`config.mk`:
```
export PLATFORM = sky130hd
export DESIGN_NAME = psum_drain_ctrl
export DESIGN_NICKNAME = d
export VERILOG_FILES = /design/src/rtl/psum_drain_ctrl.sv
export SDC_FILE = /design/constraint.sdc
export NUM_CORES = 1
export LEC_CHECK = 0
export CORE_AREA = 2 2 211 213
export CTS_BUF_LIST = sky130_fd_sc_hd__clkbuf_4 sky130_fd_sc_hd__clkbuf_8 sky130_fd_sc_hd__clkbuf_16
export CTS_CLUSTER_SIZE = 14
export DETAILED_ROUTE_END_ITERATION = 7
export DIE_AREA = 0 0 213 215
export GPL_TIMING_DRIVEN = 0
export HOLD_SLACK_MARGIN = 0.15
export PLACE_DENSITY = 0.36
export SYNTH_ARGS = -nofsm -noshare
export SYNTH_HDL_FRONTEND = slang
export SYNTH_SLANG_ARGS = --single-unit
```
`constraint.sdc`:
```
create_clock -name clk -period 2.8 [get_ports clk]
set_input_delay 0.56 -clock clk [delete_from_list [all_inputs] [get_ports clk]]
set_output_delay 0.56 -clock clk [all_outputs]
set_load 0.02 [all_outputs]
```
`src/rtl/psum_drain_ctrl.sv`:
```
// Psum drain/accumulate sequencer: moves OFIFO vectors into the psum SRAM (DRAIN)
// or streams a run of stored vectors back to the SFU bank with an accum strobe (ACC).
module psum_drain_ctrl #(
  parameter int unsigned col     = 8,
  parameter int unsigned psum_bw = 16,
  parameter int unsigned addr_w  = 4
) (
  input  logic                   clk,
  input  logic                   reset,
  input  logic                   start_drain,
  input  logic                   start_acc,
  input  logic [addr_w-1:0]      base_addr,
  input  logic [addr_w:0]        len,
  input  logic                   ofifo_valid,
  input  logic [psum_bw*col-1:0] ofifo_data,
  output logic                   ofifo_rd,
  output logic                   mem_en,
  output logic                   mem_wen,
  output logic [addr_w-1:0]      mem_addr,
  output logic [psum_bw*col-1:0] mem_wdata,
  input  logic [psum_bw*col-1:0] mem_rdata,
  output logic                   accum,
  output logic [psum_bw*col-1:0] acc_data,
  output logic                   busy,
  output logic                   done
);

  typedef enum logic [2:0] {StIdle, StDrain, StAcc, StFlush, StDone} state_e;

  state_e            state_q, state_d;
  logic [addr_w:0]   cnt_q, cnt_d;
  logic [addr_w:0]   len_q, len_d;
  logic [addr_w-1:0] base_q, base_d;
  logic              rd_pend_q;
  logic              last;
  logic [addr_w-1:0] cur_addr;

  assign last     = (cnt_q == len_q - (addr_w+1)'(1));
  // Address wraps naturally at the SRAM depth.
  assign cur_addr = base_q + cnt_q[addr_w-1:0];

  always_comb begin
    state_d   = state_q;
    cnt_d     = cnt_q;
    len_d     = len_q;
    base_d    = base_q;
    ofifo_rd  = 1'b0;
    mem_en    = 1'b0;
    mem_wen   = 1'b0;
    mem_addr  = '0;
    mem_wdata = '0;
    done      = 1'b0;
    busy      = (state_q != StIdle);
    accum     = rd_pend_q;
    acc_data  = rd_pend_q ? mem_rdata : '0;

    unique case (state_q)
      StIdle: begin
        // Drain has priority; a simultaneous acc request is dropped.
        if (start_drain || start_acc) begin
          base_d  = base_addr;
          len_d   = len;
          cnt_d   = '0;
          if (len == '0) begin
            state_d = StDone;
          end else begin
            state_d = start_drain ? StDrain : StAcc;
          end
        end
      end
      StDrain: begin
        if (ofifo_valid) begin
          ofifo_rd  = 1'b1;
          mem_en    = 1'b1;
          mem_wen   = 1'b1;
          mem_addr  = cur_addr;
          mem_wdata = ofifo_data;
          cnt_d     = cnt_q + (addr_w+1)'(1);
          if (last) state_d = StDone;
        end
      end
      StAcc: begin
        mem_en   = 1'b1;
        mem_addr = cur_addr;
        cnt_d    = cnt_q + (addr_w+1)'(1);
        if (last) state_d = StFlush;
      end
      StFlush: state_d = StDone;
      StDone: begin
        done    = 1'b1;
        state_d = StIdle;
      end
      default: state_d = StIdle;
    endcase

    // Outputs are held quiet for the whole reset cycle, not just after it.
    if (!reset) begin
      ofifo_rd  = 1'b0;
      mem_en    = 1'b0;
      mem_wen   = 1'b0;
      mem_addr  = '0;
      mem_wdata = '0;
      accum     = 1'b0;
      acc_data  = '0;
      busy      = 1'b0;
      done      = 1'b0;
    end
  end

  always_ff @(posedge clk) begin
    if (!reset) begin
      state_q   <= StIdle;
      cnt_q     <= '0;
      len_q     <= '0;
      base_q    <= '0;
      rd_pend_q <= 1'b0;
    end else begin
      state_q   <= state_d;
      cnt_q     <= cnt_d;
      len_q     <= len_d;
      base_q    <= base_d;
      rd_pend_q <= (state_q == StAcc);
    end
  end

endmodule

```
==> results.sh <==
export IMPL_rows=77
export IMPL_avgSynthCellArea_sq_um=6.73
export IMPL_p_leak_uw=0.00460
export IMPL_min_to="base_q[2]"
export IMPL_port_buffers=535
export IMPL_synthesis_instances=433
export IMPL_gp_congestion=0.821
export IMPL_cap_violations=0
export IMPL_cts_root_buf="clkbuf_16"
export IMPL_status="finished, final reports clean"
export IMPL_ys_flop_type="dfxtp_1"
export IMPL_core_area_sq_mm=0.0436
export IMPL_die_area_sq_mm=0.0458
export IMPL_crit_path_cell_trace="dlygate4sd2_1 -> buf_4 -> clkbuf_2 -> and3_1 -> clkdlybuf4s50_1"
export IMPL_grt_ovfl_total=0
export IMPL_tns_ps=0
export IMPL_fp_dieH_um=215
export IMPL_regToRegEndpoint="state_q[0]"
export IMPL_final_cell_count_no_fill=1572
export IMPL_dp_cells=1560
export IMPL_track_usage_pct=11.1
export IMPL_holdPathStages=2
export IMPL_ant_nets=0
export IMPL_start_util_pct=6.67
export IMPL_r2r_slack_ps=1010
export IMPL_worst_ep_required_time_ps=2240
export IMPL_period_needed_ps=2670
export IMPL_clock_fmax_ghz=0.374
export IMPL_hold_viol=0
export IMPL_rsz0062_at_grt="no"
export IMPL_hold_start="base_q[2]"
export IMPL_grt_pass1_vias=5570
export IMPL_yosys_cell_types_count=38
export IMPL_power_density_mw_per_mm2=307
export IMPL_drc_errors=0
export IMPL_finClkSkew_ps=2.36
export IMPL_dpl_hpwl_um=24600
export IMPL_cp_arrival_ps=2110
export IMPL_crit_buf_inv=4
export IMPL_drtIter0Drc=127
export IMPL_ios=536
export IMPL_postRouteWirelength_um=27700
export IMPL_die_w_um=213
export IMPL_tightest_slew_ps=513
export IMPL_drt_pass1_iter_count=4
export IMPL_cts_tree="built"
export IMPL_cts_buffers=3
export IMPL_clk_latency_ps=250
export IMPL_async_flop_share_pct=0
export IMPL_worstReg2RegStart="len_q[0]"
export IMPL_drive_above_1_share_pct=17.0
export IMPL_reg2regPathDepth=7
export IMPL_clkTransAtPathRegs_ps=60
export IMPL_synth_nets=709
export IMPL_area_growth_pct=199
export IMPL_ys_warnings_count=0
export IMPL_final_nets=1250
export IMPL_synth_area_leader_cell="and2_1"
export IMPL_wl_per_cell_um=17.6
export IMPL_hp_class="reg -> reg"
export IMPL_antenna_found_initial=7
export IMPL_ys_seq_area_share_pct=12.4
export IMPL_yosys_register_bits=18
export IMPL_synth_commonest_cells="and2_1, and3_1, clkbuf_1"
export IMPL_relSlewSlack_pct=65.8
export IMPL_cts_sinks=18
export IMPL_critical_path_max_stage_delay_ps=610
export IMPL_vdd_drop_max_uv=208
export IMPL_crit_family="buffers and inverters"
export IMPL_via_per_inst=3.37
export IMPL_postCtsHoldBufs=0
export IMPL_cp_start_kind="input pin"
export IMPL_synth_top_area_share_pct=27.9
export IMPL_grt_pass1_wl_um=37100
export IMPL_cpMaxStageDelayCell="clkdlybuf4s50_1"
export IMPL_critPathKind="in -> out"
export IMPL_drv_slew=0
export IMPL_htree_num_levels=1
export IMPL_post_route_period_util_pct=95.5
export IMPL_num_vias=5291
export IMPL_clock_path_buffers=2
export IMPL_final_hold_worst_slack_ps=467
export IMPL_grt_start_max_net_pins=12
export IMPL_syn_cell_area_sq_mm=0.00291
export IMPL_critPathCaptureType="output pin"
export IMPL_synth_enable_flop_cells=0
export IMPL_setup_violations_final=0
export IMPL_crit_path_max_fanout=10
export IMPL_synth_area_leaders="and2_1, and3_1, dfxtp_1"
export IMPL_post_route_util_pct=20.0
export IMPL_yosysMostFrequentCell="and2_1"
stage by stage:
stage / power (uW) / instance area [sq um] / setup slack (ps)
final: 2680 / 8710 / 126
after global routing: 2890 / 8700 / 7.41
after CTS: 2760 / 9040 / 0.119
after detailed placement: 2510 / 9010 / -876
after global placement: 2530 / 9010 / -859
after floorplan: 1360 / 2910 / 701
flip-flops by register name, summed over array words and instances (netlist names):
name	cells
rd_pend_q	1
base_q	4
len_q	5
state_q	3
cnt_q	5
power breakdown:
part | internal [uW] | leakage [uW] | switching [uW]
registers | 318 | 0.000147 | 79.4
logic | 930 | 0.00441 | 1030
clock network | 218 | 0.0000442 | 104
total | 1470 | 0.00460 | 1210
final cells by class:
cell class                      count  area (sq um)
Timing Repair Buffer              537          4820
Tap cell                          592           741
Multi-Input combinational cell    362          2340
Clock buffer                        4          88.8
Sequential cell                    18           360
Fill cell                        5042         34900
Inverter                            5          18.8
Buffer                             47           333
Antenna cell                        7          17.5
worst max-delay path by stage:
stage / startpoint / cells after the start / to / slack (ps)
CTS: ofifo_valid / 7 / mem_wdata[90] / 0.1
global route: reset / 5 / acc_data[119] / 7
finish: reset / 5 / acc_data[109] / 130
global placement: reset / 5 / acc_data[125] / -860
floorplan: reset / 2 / done / 700
detailed placement: reset / 5 / acc_data[125] / -880
layout by cell type, fill, tap and decap left out, drive strengths merged, types with 7 or more instances in the layout:
| cell type | n |
|---|---|
| and2 | 130 |
| and3 | 129 |
| a21boi | 10 |
| dfxtp | 18 |
| clkdlybuf4s50 | 293 |
| diode | 7 |
| nor2 | 11 |
| nand2 | 23 |
| clkdlybuf4s15 | 28 |
| buf | 78 |
| dlygate4sd2 | 124 |
| clkbuf | 62 |
worst min-delay path, stage by stage, from the launching register on:
cell	delay, ps
dfxtp_1	320
nand2_1	50
a21boi_1	50
kinds of logic (layout without fill, tap and decap cells):
family / count (synthesis) / after routing / synth area share, %
AO/OA/AOI/OAI: 27 / 27 / 6.83
other: 0 / 7 / 0
AND/OR/NAND/NOR: 317 / 317 / 66.5
buffers and inverters: 53 / 593 / 7.82
flip-flops: 18 / 18 / 12.4
XOR/XNOR: 12 / 12 / 3.61
adder cells (fa/ha/maj): 6 / 6 / 2.84
layer usage:
layer,GRT usage (%),routed length [um],vias up
li1,-,-,2536
met1,10.0,9160,2369
met2,23.1,15100,360
met3,3.40,2860,26
met4,2.66,578,0
met5,0,0,-
repair_timing:
item	4_1_cts	5_1_grt
cloned	0	0
buffers inserted	2	0
pin swaps	1	0
endpoints found under the setup margin	264	108
resized for setup	508	83
Power figures use the tool's default switching activity.
